## config.mk

```make
export PLATFORM = sky130hd
export DESIGN_NAME = avalon_s_device_bridge
export DESIGN_NICKNAME = d
export VERILOG_FILES = /design/src/rtl/avalon_s_pkg.sv /design/src/rtl/avalon_s_device_bridge.sv
export SDC_FILE = /design/constraint.sdc
export NUM_CORES = 1
export LEC_CHECK = 0
export BUFFER_PORTS_ARGS = -buffer_cell sky130_fd_sc_hd__buf_2
export CORE_MARGIN = 2
export CORE_UTILIZATION = 25
export CTS_BUF_LIST = sky130_fd_sc_hd__clkbuf_4 sky130_fd_sc_hd__clkbuf_8
export DETAILED_ROUTE_END_ITERATION = 10
export GPL_ROUTABILITY_DRIVEN = 0
export SYNTH_ARGS = -nofsm -noshare
export SYNTH_HDL_FRONTEND = slang
export SYNTH_SLANG_ARGS = --single-unit
export TNS_END_PERCENT = 5
```

## constraint.sdc

```tcl
create_clock -name clk -period 3.7 [get_ports clk]
set_input_delay 0.37 -clock clk [delete_from_list [all_inputs] [get_ports clk]]
set_output_delay 0.37 -clock clk [all_outputs]
set_load 0.03 [all_outputs]
```

## src/rtl/avalon_s_pkg.sv

```systemverilog
// ---------------------------------------------------------------------------
// avalon_s_pkg
// Shared types and constants for the Avalon standard crossbar and its
// per-device-port registered bridges.
//   bridge_state_t   : bridge FSM states (IDLE -> BUSY -> DONE -> IDLE)
//   ERR_DATA_DEFAULT : readdata returned to the host when a device read times out
// ---------------------------------------------------------------------------
package avalon_s_pkg;

  typedef enum logic [1:0] {
    IDLE = 2'd0,
    BUSY = 2'd1,
    DONE = 2'd2
  } bridge_state_t;

  localparam logic [31:0] ERR_DATA_DEFAULT = 32'hDEADBEEF;

endpackage

```

## src/rtl/avalon_s_device_bridge.sv

```systemverilog
// ---------------------------------------------------------------------------
// avalon_s_device_bridge
// Registered Avalon standard bridge between one crossbar device port and a
// slow or remote device. Command, readdata and waitrequest are all registered,
// and a watchdog ends any device transfer that stalls for TIMEOUT cycles.
//
// Ports:
//   clk, rst                : clock, asynchronous active-low reset
//   host_avn_*              : slave side, driven by the crossbar device port
//   device_avn_*            : master side, registered command to the device
//   timeout_err             : sticky flag, a device transfer timed out
//   timeout_clr             : synchronous clear of timeout_err (set wins)
// ---------------------------------------------------------------------------
module avalon_s_device_bridge
  import avalon_s_pkg::*;
#(
  parameter int            DW       = 32,
  parameter int            AW       = 32,
  parameter int            TIMEOUT  = 256,
  parameter logic [DW-1:0] ERR_DATA = DW'(ERR_DATA_DEFAULT)
) (
  input  logic            clk,
  input  logic            rst,
  // host (crossbar) side
  input  logic            host_avn_read,
  input  logic            host_avn_write,
  input  logic [AW-1:0]   host_avn_address,
  input  logic [DW/8-1:0] host_avn_byte_enable,
  input  logic [DW-1:0]   host_avn_writedata,
  output logic [DW-1:0]   host_avn_readdata,
  output logic            host_avn_waitrequest,
  // device side
  output logic            device_avn_read,
  output logic            device_avn_write,
  output logic [AW-1:0]   device_avn_address,
  output logic [DW/8-1:0] device_avn_byte_enable,
  output logic [DW-1:0]   device_avn_writedata,
  input  logic [DW-1:0]   device_avn_readdata,
  input  logic            device_avn_waitrequest,
  // watchdog status
  output logic            timeout_err,
  input  logic            timeout_clr
);

  // A zero TIMEOUT still needs a legal one-bit counter even though it never fires.
  localparam int            CW       = (TIMEOUT > 0) ? $clog2(TIMEOUT + 1) : 1;
  localparam logic [CW-1:0] CNT_LAST = CW'((TIMEOUT > 0) ? TIMEOUT - 1 : 0);
  localparam logic [CW-1:0] CNT_MAX  = '1;

  bridge_state_t   state_q, state_d;
  logic [CW-1:0]   cnt_q, cnt_d;
  logic            dev_read_q, dev_read_d;
  logic            dev_write_q, dev_write_d;
  logic [AW-1:0]   addr_q, addr_d;
  logic [DW/8-1:0] be_q, be_d;
  logic [DW-1:0]   wdata_q, wdata_d;
  logic [DW-1:0]   rdata_q, rdata_d;
  logic            err_q, err_d;

  logic host_req;
  logic dev_done;
  logic wd_fire;

  assign host_req = host_avn_read | host_avn_write;
  assign dev_done = ~device_avn_waitrequest;
  assign wd_fire  = (TIMEOUT != 0) && (cnt_q == CNT_LAST);

  // ---- state register ------------------------------------------------------
  // NOTE: sequential state uses non-blocking (<=) so every register samples
  // pre-edge values regardless of process ordering.
  always_ff @(posedge clk or negedge rst) begin
    if (!rst) state_q <= IDLE;
    else      state_q <= state_d;
  end

  // ---- next-state logic ----------------------------------------------------
  // NOTE: each combinational output gets a default first, so no path through
  // the case leaves it unassigned and no latch is inferred.
  always_comb begin
    state_d = state_q;
    case (state_q)
      IDLE:    if (host_req) state_d = BUSY;
      // Device completion is tested first, so it beats a same-cycle timeout.
      BUSY:    if (dev_done || wd_fire) state_d = DONE;
      DONE:    state_d = IDLE;
      default: state_d = IDLE;
    endcase
  end

  // ---- output decode -------------------------------------------------------
  // Pure state decode: the host stall has no combinational input path.
  always_comb begin
    host_avn_waitrequest = 1'b1;
    if (state_q == DONE) host_avn_waitrequest = 1'b0;
  end

  // ---- datapath next values ------------------------------------------------
  always_comb begin
    cnt_d       = cnt_q;
    dev_read_d  = dev_read_q;
    dev_write_d = dev_write_q;
    addr_d      = addr_q;
    be_d        = be_q;
    wdata_d     = wdata_q;
    rdata_d     = rdata_q;
    err_d       = timeout_clr ? 1'b0 : err_q;

    case (state_q)
      IDLE: begin
        if (host_req) begin
          // Read and write together is treated as a read.
          dev_read_d  = host_avn_read;
          dev_write_d = host_avn_write & ~host_avn_read;
          addr_d      = host_avn_address;
          be_d        = host_avn_byte_enable;
          wdata_d     = host_avn_writedata;
          cnt_d       = '0;
        end
      end
      BUSY: begin
        if (dev_done) begin
          if (dev_read_q) rdata_d = device_avn_readdata;
          dev_read_d  = 1'b0;
          dev_write_d = 1'b0;
        end else if (wd_fire) begin
          if (dev_read_q) rdata_d = ERR_DATA;
          dev_read_d  = 1'b0;
          dev_write_d = 1'b0;
          err_d       = 1'b1;  // overrides a same-cycle clear
        end else if (cnt_q != CNT_MAX) begin
          cnt_d = cnt_q + CW'(1);
        end
      end
      default: ;
    endcase
  end

  // ---- datapath registers --------------------------------------------------
  always_ff @(posedge clk or negedge rst) begin
    if (!rst) begin
      cnt_q       <= '0;
      dev_read_q  <= 1'b0;
      dev_write_q <= 1'b0;
      addr_q      <= '0;
      be_q        <= '0;
      wdata_q     <= '0;
      rdata_q     <= '0;
      err_q       <= 1'b0;
    end else begin
      cnt_q       <= cnt_d;
      dev_read_q  <= dev_read_d;
      dev_write_q <= dev_write_d;
      addr_q      <= addr_d;
      be_q        <= be_d;
      wdata_q     <= wdata_d;
      rdata_q     <= rdata_d;
      err_q       <= err_d;
    end
  end

  assign device_avn_read        = dev_read_q;
  assign device_avn_write       = dev_write_q;
  assign device_avn_address     = addr_q;
  assign device_avn_byte_enable = be_q;
  assign device_avn_writedata   = wdata_q;
  assign host_avn_readdata      = rdata_q;
  assign timeout_err            = err_q;

endmodule

```

# --- Word level (Yosys, flattened, before mapping) ---
# Index checks and enable logic that the tools add are counted.
word_totals:
  ff_bits: 114
  input_bits: 106
  output_inout_bits: 104
  wordCells: 58
op_classes:
  addsub: 1
  eq_ne: 12
  n_mux: 23
  bitwise: 4
  n_reduce_logical: 9
op_table:
  columns: ["op", "count"]
  rows:
  - ["2-to-1 mux 32 bit", 4]
  - ["2-to-1 mux 9 bit", 4]
  - ["case mux 9 bit (2 select lines)", 1]
  - ["!= test 2 bit (second input constant)", 6]
  - ["adder 9 x 1 -> 9 bit (second input constant)", 1]
  - ["equality test 9 x 8 -> 1 bit (second input constant)", 1]
  - ["2-to-1 mux 1 bit", 9]
  - ["!= test 9 bit (second input constant)", 1]
  - ["AND reduction 5 bit", 1]
  - ["2-to-1 mux 2 bit", 2]
  - ["case mux 1 bit (2 select lines)", 2]
  - ["case mux 2 bit (2 select lines)", 1]
  - ["AND reduction 2 bit", 2]
  - ["AND reduction 4 bit", 1]
  - ["nonzero test 2 bit", 2]
  - ["!= test 3 bit (second input constant)", 1]
  - ["AND reduction 3 bit", 1]
  - ["equality test 2 x 1 -> 1 bit (second input constant)", 1]
  - ["equality test 2 bit (second input constant)", 1]
  - ["zero test 2 bit", 1]
  - ["!= test 2 x 1 -> 1 bit (second input constant)", 1]
  - ["inverter 1 bit", 2]
  - ["AND 1 bit", 1]
  - ["logical OR 1 bit", 1]
  - ["OR 1 bit", 1]

# --- Longest topological paths before layout ---
# Gate-level depths: netlist (run 1).
depth:
  depth_word: 5
  depth_mapped: 9
  mapped_depth_nobuf: 7

# --- Least setup slack after synthesis (run 1) ---
# Ideal clock, no wire load.
synth_path:
  path_type: "register to register"
  from: "register cnt_q[0]"
  to: "register cnt_q[8]"
  setup_ns: 0.125
  arrival_time_ns: 1.948
  required_ns: 3.575
  slack_ns: 1.627
  stages_incl_launch_ff: 9
  path_buffers: 1
  period_less_slack_ns: 2.073
  path_cell_list: "dfrtp_1 > ha_1 > nand3_1 > nor3_1 > ha_1 > nand4bb_1 > clkbuf_1 > o22ai_1 > mux2_2"
synth_between:
  elab_chain_cells: 5
synth_rtl:
  columns: ["item", "line_no", "rtl"]
  rows:
  - ["start: declaration", "avalon_s_device_bridge.sv:51", "logic [CW-1:0] cnt_q, cnt_d;"]
  - ["start signal: assignment", "avalon_s_device_bridge.sv:150", "cnt_q <= cnt_d;"]
  - ["adder 9 x 1 -> 9 bit", "avalon_s_device_bridge.sv:131", "cnt_d = cnt_q + CW'(1);"]
  - ["2-to-1 mux 9 bit", "avalon_s_device_bridge.sv:130", "end else if (cnt_q != CNT_MAX) begin"]
  - ["2-to-1 mux 9 bit", "avalon_s_device_bridge.sv:125", "end else if (wd_fire) begin"]
  - ["2-to-1 mux 9 bit", "avalon_s_device_bridge.sv:121", "if (dev_done) begin"]
  - ["case mux 9 bit (2 select lines)", "avalon_s_device_bridge.sv:108", "case (state_q)"]
# Several ways; a longest one is shown, not always the timed one. The select of a mux whose other input is x is not followed.
# A chain may end at the register's enable or synchronous reset.

# --- Worst setup path after layout (run 1) ---
# Ends and elaborated chain as after synthesis.

==> results of run 1 <==
metal layers:
layer	global-route usage, %	part of all wire, %	up-vias	routed length (um)
met1	14.5	44	1712	5190
met5	0	0	-	0
met2	19.5	49	125	5760
li1	-	-	1685	-
met3	3.78	5.7	16	676
met4	5.26	2.0	0	238
area by class of cell:
class	count	area, sq um	area share [%]
flip-flops and latches	114	2850	44.6
multi-input cells	192	1610	25.1
well taps	234	293	4.58
inverters	32	120	1.88
clock buffers	23	304	4.76
repair buffers	215	1110	17.3
diodes	1	2.50	0.0392
clock inverters	9	104	1.63
power by group through the flow:
stage	clock network (mW)	registers (mW)	logic (mW)
6_report	1.19	2.12	2.96
5_1_grt	1.30	2.19	3.16
4_1_cts	1.24	2.12	3.00
3_5_place_dp	0	2.15	3.00
3_3_place_gp	0	2.13	2.98
2_1_floorplan	0	3.25	1.05
synth_stat cells, drive strengths merged:
| cell type | instances | area share (%) |
|---|---|---|
| a211oi | 1 | 0.16 |
| a21o | 1 | 0.16 |
| a21oi | 27 | 2.9 |
| a2bb2oi | 1 | 0.19 |
| and2b | 1 | 0.16 |
| buf | 15 | 2.6 |
| clkbuf | 6 | 0.50 |
| clkinv | 1 | 0.079 |
| dfrtp | 114 | 60 |
| ha | 4 | 1.1 |
| inv | 31 | 2.5 |
| mux2 | 77 | 18 |
| mux2i | 4 | 0.85 |
| nand2 | 5 | 0.40 |
| nand2b | 3 | 0.40 |
| nand3 | 5 | 0.64 |
| nand4 | 1 | 0.13 |
| nand4b | 1 | 0.19 |
| nand4bb | 1 | 0.24 |
| nor2 | 4 | 0.72 |
| nor2b | 9 | 1.2 |
| nor3 | 3 | 0.32 |
| nor3b | 1 | 0.16 |
| nor4 | 25 | 3.3 |
| o211ai | 1 | 0.16 |
| o21a | 1 | 0.16 |
| o21ai | 6 | 0.64 |
| o21bai | 1 | 0.16 |
| o221a | 1 | 0.24 |
| o221ai | 1 | 0.19 |
| o22ai | 3 | 0.40 |
| o32ai | 1 | 0.19 |
| or2 | 1 | 0.13 |
| or3 | 2 | 0.26 |
cells by family (layout without fill, tap and decap cells):
logic type,count (synthesis),in the layout,synth area share (%)
multiplexers,81,81,19.2
other,0,1,0
AO/OA/AOI/OAI,45,45,5.48
AND/OR/NAND/NOR,62,62,8.24
flip-flops,114,114,60.4
buffers and inverters,53,279,5.64
adder cells (fa/ha/maj),4,4,1.06
per-stage QoR:
stage / utilization [%] / power, mW / hold WS [ps] / instance area, sq um
6_report: 34.3 / 6.27 / 126 / 6390
5_1_grt: 34.3 / 6.66 / 94.6 / 6390
4_1_cts: 34.3 / 6.37 / 81.6 / 6390
3_5_place_dp: 32.0 / 5.14 / 471 / 5970
3_3_place_gp: 32.0 / 5.10 / 466 / 5970
2_1_floorplan: - / 4.29 / 74.4 / 4720
timing repair:
item | CTS | global route
hold endpoints to repair | 3 | 0
hold buffers | 1 | 0
endpoints found under the setup margin | 0 | 0
registers in the layout, summed over array words and instances (netlist names):
signal	flops
device_avn_write	1
host_avn_readdata	32
device_avn_byte_enable	4
timeout_err	1
cnt_q	9
device_avn_address	32
device_avn_read	1
device_avn_writedata	32
state_q	2
worst min-delay path by stage:
stage / depth (start not counted) / slack (ps) / from / to
2_1_floorplan: 0 / 70 / rst / cnt_q[0]
3_3_place_gp: 1 / 470 / device_avn_writedata[21] / device_avn_writedata[21]
3_5_place_dp: 1 / 470 / device_avn_writedata[21] / device_avn_writedata[21]
4_1_cts: 2 / 80 / timeout_clr / timeout_err
5_1_grt: 2 / 90 / timeout_clr / timeout_err
6_report: 2 / 130 / timeout_clr / timeout_err
==> results_dict.tcl, run 1 <==
set metrics [dict create \
    status "finished, final reports clean" \
    switching_power_mw 2.75 \
    tns_ps 0 \
    io_buffers 209 \
    num-fill-cells 1924 \
    final_cell_mix "buf_2 (208), dfrtp_1 (114), mux2_2 (72)" \
    drive_gt1_share_pct 55.0 \
    antenna_found_initial 1 \
    ir_worst_vdd_v 0.000334 \
    die_h_um 141 \
    final_cells 820 \
    ys_seq_area_share_pct 60.4 \
    slowest_delay_ps 470 \
    dieArea_sq_um 20000 \
    synth.avg_cell_area_sq_um 13.2 \
    postCtsSetupBuffers 0 \
    syn2layout_area_growth_pct 35.2 \
    grt.total_usage_pct 11.9 \
    crit_fanout 8 \
    cts_resized 0 \
    critPathLaunch "cnt_q[0]" \
    reg2reg_to "cnt_q[8]" \
    setup_violations 0 \
    die_w_um 141 \
    slew_headroom_pct 24.9 \
    crit_arrival_ps 2810 \
    grt_pass1_vias 3547 \
    finalMaxSlewViolations 0 \
    syn-num-nets 469 \
    tightestPinTransition_ps 1130 \
    grt_overflow_total 0 \
    grt_pass1_wl_mm 18.5 \
    drc_errors 0 \
    hold_class "in2reg" \
    finalHoldViolCount 0 \
    final.setup_skew_ps 11.8 \
    power_density_nw_per_um2 981 \
    fmax_mhz 401 \
    swShare_pct 43.9 \
    rows 50 \
    r2r_slack_ps 1210 \
    preCtsSetupSlack_ps 1320 \
    vias 3538 \
    cts_made_buffers 17 \
    coreArea_sq_um 18600 \
    cp_common_cell "ha_1" \
    grt_max_degree 62 \
    rsz0062_at_grt "no" \
    p_leak_nw 3.07 \
    clock_latency_ps 420 \
    p_comb_share_pct 47.2 \
    regToRegStartpoint "cnt_q[0]" \
    io_pins 210 \
    min_period_over_period_pct 67.3 \
    yosysUniqueCellTypes 41 \
    cts_root_buf "clkbuf_8" \
    crit_path_end_kind "flop" \
    synth_area_sq_um 4720 \
    htree_levels 4 \
    start_util_pct 25.3 \
    critPathBufInv 0 \
    cp.required_ps 4020 \
    cap_violations 0 \
    startpoint_type "flop" \
    synthCells 359 \
    worst_slack_ps 1210 \
    drt_iter0_markers 163 \
    cp_cell_sequence "ha_1 -> nand3_1 -> nor3_1 -> ha_1 -> nand4bb_1 -> o22ai_1 -> mux2_2" \
    yosys_warnings 0 \
    crit_end "cnt_q[8]" \
    fin_nets 682 \
    clockBufferDepth 2 \
    cp.depth 7 \
    path_class "reg2reg" \
    worstRegToRegCells 7 \
    post-dp-hpwl_mm 8.38 \
    clk_pin_slew_ps 70 \
    ys_ff_latch 114 \
    routed_wirelength_mm 11.9 \
    vias_per_cell 4.31 \
    antenna_left 0 \
    p_int_mw 3.52 \
    period_minus_slack_ps 2490 \
    crit_family "simple AND/OR/NAND/NOR gates" \
    cts_sinks 114 \
    drt_pass1_iterations 4 \
    drt-wirelength-per-cell_um 14.5 \
    placed_cells 786 \
    tritoncts "done" \
    critical_path.slowest_cell "o22ai_1" \
    pwr-share-seq_pct 33.8 \
    pwr-share-clk_pct 19.0 \
    mostFrequentLayoutCell "buf_2" \
]
Power figures use the tool's default switching activity.
==> run 2: changes to the inputs <==
==> constraint.sdc (replaced) <==
create_clock -name clk -period 2.38 [get_ports clk]
set_input_delay 0.238 -clock clk [delete_from_list [all_inputs] [get_ports clk]]
set_output_delay 0.238 -clock clk [all_outputs]
set_load 0.03 [all_outputs]
==> results_dict.tcl, run 2 (synthesis gave the netlist of run 1 again) <==
set metrics [dict create \
    min_period_over_period_pct 90.4 \
    grt_overflow_total 0 \
    final_cells 831 \
    die_h_um 141 \
    crit_arrival_ps 2460 \
    rows 50 \
    antenna_found_initial 0 \
    setup_violations 0 \
    fin_nets 697 \
    period_minus_slack_ps 2150 \
    dieArea_sq_um 20000 \
    drt-wirelength-per-cell_um 13.8 \
    placed_cells 795 \
    grt_max_degree 67 \
    syn2layout_area_growth_pct 37.8 \
    grt_pass1_vias 3589 \
    clockBufferDepth 2 \
    cap_violations 0 \
    finish.utilization_pct 34.9 \
    path_class "reg2reg" \
    hold_class "in2reg" \
    rsz0062_at_grt "no" \
    cp.required_ps 2690 \
    n_antenna_cell 0 \
    finalMaxSlewViolations 0 \
    finalHoldViolCount 0 \
    grt-busiest-layer "met2" \
    ir_worst_vdd_v 0.000492 \
    coreArea_sq_um 18600 \
    slew_headroom_pct 71.5 \
    gr-usage-met1_pct 13.5 \
    final_cell_mix "buf_2 (208), dfrtp_1 (114), mux2_2 (72)" \
    p_leak_nw 3.11 \
    postPlaceCellArea_sq_um 6050 \
    cts_made_buffers 17 \
    final.setup_skew_ps 10.0 \
    io_buffers 209 \
    grt.total_usage_pct 11.6 \
    clock_latency_ps 420 \
    post-dp-hpwl_mm 8.35 \
    htree_levels 4 \
    drive_gt1_share_pct 55.1 \
    met2_usage_pct 19.5 \
    clk_pin_slew_ps 70 \
    vias_per_cell 4.26 \
    vias 3539 \
    io_pins 210 \
    power_mw 9.74 \
    fin_area_sq_um 6510 \
    power_density_nw_per_um2 1500 \
    startpoint_type "flop" \
    grt_pass1_wl_mm 18.2 \
    die_w_um 141 \
    drt_iter0_markers 116 \
    drc_errors 0 \
    tns_ps 0 \
    antenna_left 0 \
    tightestPinTransition_ps 427 \
    crit_path_end_kind "flop" \
    fmax_mhz 465 \
    cts_sinks 114 \
    mostFrequentLayoutCell "buf_2" \
    drt_pass1_iterations 4 \
    status "finished, final reports clean" \
    tritoncts "done" \
    crit_fanout 4 \
    cts_root_buf "clkbuf_8" \
    routed_wirelength_mm 11.5 \
    start_util_pct 25.3 \
    met3_usage_pct 4.35 \
]
-- run 2: per-layer routing --
layer	part of all wire (%)	vias to the layer above
li1	-	1716
met2	50	130
met5	0	-
met1	41	1673
met4	2.3	0
met3	7.0	20
-- run 2: power breakdown --
part | total [mW] | switching [mW] | internal, mW
combinational | 4.72 | 3.05 | 1.67
clock | 1.74 | 0.760 | 0.975
sequential | 3.28 | 0.442 | 2.84
-- run 2: what timing repair did --
| action | CTS | global route |
|---|---|---|
| hold endpoints to repair | 23 | 1 |
| endpoints found under the setup margin | 0 | 29 |
| resized for setup | 0 | 2 |
| hold buffers | 6 | 1 |
| buffers inserted | 0 | 0 |
-- run 2: layout make-up --
cell class	instances	area (sq um)
clock buffer	20	269
clock inverter	9	110
fill	1912	12100
inverter	32	120
multi-input combinational	192	1620
sequential	114	2850
tap	234	293
timing repair buffer	230	1250
-- run 2: stage by stage --
step | setup WS (ps) | hold slack, ps
2_1_floorplan | 307 | -57.6
3_3_place_gp | 117 | 139
3_5_place_dp | 23.9 | 142
4_1_cts | 14.1 | 0.148
5_1_grt | 65.7 | 0.468
6_report | 228 | 40.5
-- run 2: worst paths after layout --
path / from / to / slack (ps) / cells after the start
max in group asynchronous: rst / cnt_q[7] / 1420 / 3
setup reg to reg: cnt_q[0] / cnt_q[8] / 230 / 7
hold / removal: host_avn_writedata[29] / device_avn_writedata[29] / 40 / 2
setup / recovery: cnt_q[0] / cnt_q[8] / 230 / 7
min in group asynchronous: rst / device_avn_address[26] / 270 / 2
hold reg to reg: device_avn_writedata[25] / device_avn_writedata[25] / 480 / 1
-- run 2: worst max-delay path, cell delays in order, from the launching register on --
cell and delay, ps:
dfrtp_1 410, ha_1 250, nand3_1 130, nor3_2 90, ha_1 200, nand4bb_1 210, o22ai_1 370, mux2_2 390
==> run 3: changes to the inputs <==
==> constraint.sdc (replaced) <==
create_clock -name clk -period 2.5 [get_ports clk]
set_input_delay 0.25 -clock clk [delete_from_list [all_inputs] [get_ports clk]]
set_output_delay 0.25 -clock clk [all_outputs]
set_load 0.03 [all_outputs]
==> results_dict.tcl, run 3 (synthesis gave the netlist of run 1 again) <==
set metrics [dict create \
    rsz0062_at_grt "no" \
    mostFrequentLayoutCell "buf_2" \
    die_h_um 141 \
    grt_max_degree 67 \
    antenna_found_initial 0 \
    finalMaxSlewViolations 0 \
    fmax_mhz 423 \
    grt_pass1_vias 3510 \
    power_mw 9.45 \
    slew_headroom_pct 63.0 \
    die_w_um 141 \
    grt_overflow_total 0 \
    worst_slack_ps 135 \
    coreArea_sq_um 18600 \
    clockBufferDepth 2 \
    path_class "reg2reg" \
    final_cell_mix "buf_2 (208), dfrtp_1 (114), mux2_2 (72)" \
    start_util_pct 25.3 \
    p_leak_nw 3.14 \
    clock_latency_ps 440 \
    period_minus_slack_ps 2370 \
    hold_class "in2reg" \
    routed_wirelength_mm 11.8 \
    postCtsSetupBuffers 0 \
    whs_ps 39.3 \
    tritoncts "done" \
    min_period_over_period_pct 94.6 \
    startpoint_type "flop" \
    final.setup_skew_ps 10.9 \
    syn2layout_area_growth_pct 38.2 \
    rows 50 \
    cts_made_buffers 17 \
    cp.required_ps 2830 \
    io_buffers 209 \
    cts_resized 0 \
    clk_pin_slew_ps 70 \
    cap_violations 0 \
    grt.total_usage_pct 11.8 \
    n_antenna_cell 0 \
    antenna_left 0 \
    finish.utilization_pct 35.0 \
    drive_gt1_share_pct 54.9 \
    drc_errors 0 \
    preCtsSetupSlack_ps 175 \
    drt_pass1_iterations 4 \
    htree_levels 4 \
    crit_path_end_kind "flop" \
    post-dp-hpwl_mm 8.42 \
    crit_arrival_ps 2690 \
    io_pins 210 \
    vias 3591 \
    grt_pass1_wl_mm 18.2 \
    power_density_nw_per_um2 1450 \
    setup_violations 0 \
    drt_iter0_markers 155 \
    cts_root_buf "clkbuf_8" \
    vias_per_cell 4.32 \
    tns_ps 0 \
    crit_fanout 8 \
    status "finished, final reports clean" \
    cts_sinks 114 \
    dieArea_sq_um 20000 \
    finalHoldViolCount 0 \
    tightestPinTransition_ps 554 \
    fin_nets 695 \
    ir_worst_vdd_v 0.000610 \
    drt-wirelength-per-cell_um 14.2 \
]
==> run 3: critical path, cell delays in order, from the launching register on <==
cell       delay [ps]
dfrtp_1           410
ha_1              250
nand3_1           130
nor3_1             90
ha_1              200
nand4bb_1         380
o22ai_1           420
mux2_2            380
==> run 3: through the flow <==
stage / instances / cell area [sq um]
finish: 831 / 6530
global route: 831 / 6530
floorplan: 359 / 4720
CTS: 830 / 6520
global placement: 793 / 6030
detailed placement: 793 / 6030
==> run 3: per-layer routing <==
layer	global-route usage, %	share of wire, %	vias to the layer above	wire, um
met5	0	0	-	0
met4	5.16	2.6	0	302
met3	4.02	5.3	26	619
met2	19.5	49	125	5820
met1	13.8	43	1729	5030
li1	-	-	1711	-
==> run 3: where the power goes <==
part	switching (mW)	internal [mW]
clock	0.767	1.09
combinational	2.92	1.56
sequential	0.406	2.70
==> run 3: what timing repair did <==
| action | CTS | global route |
|---|---|---|
| hold buffers | 6 | 1 |
| hold endpoints to repair | 23 | 1 |
| endpoints found under the setup margin | 0 | 0 |
==> run 3: final timing paths <==
check,startpoint,endpoint,slack (ps),depth (start not counted)
setup reg to reg,cnt_q[0],cnt_q[8],130,7
hold / removal,host_avn_writedata[22],device_avn_writedata[22],40,2
setup / recovery,cnt_q[0],cnt_q[8],130,7
hold reg to reg,device_avn_writedata[25],device_avn_writedata[25],480,1
max in group asynchronous,rst,timeout_err,1540,3
min in group asynchronous,rst,device_avn_address[31],250,2
==> run 3: final cells by class <==
type / instances / area [sq um]
clock inverters: 9 / 129
multi-input cells: 192 / 1610
clock buffers: 22 / 297
fillers: 1897 / 12100
flip-flops and latches: 114 / 2850
inverters: 32 / 120
well taps: 234 / 293
repair buffers: 228 / 1230
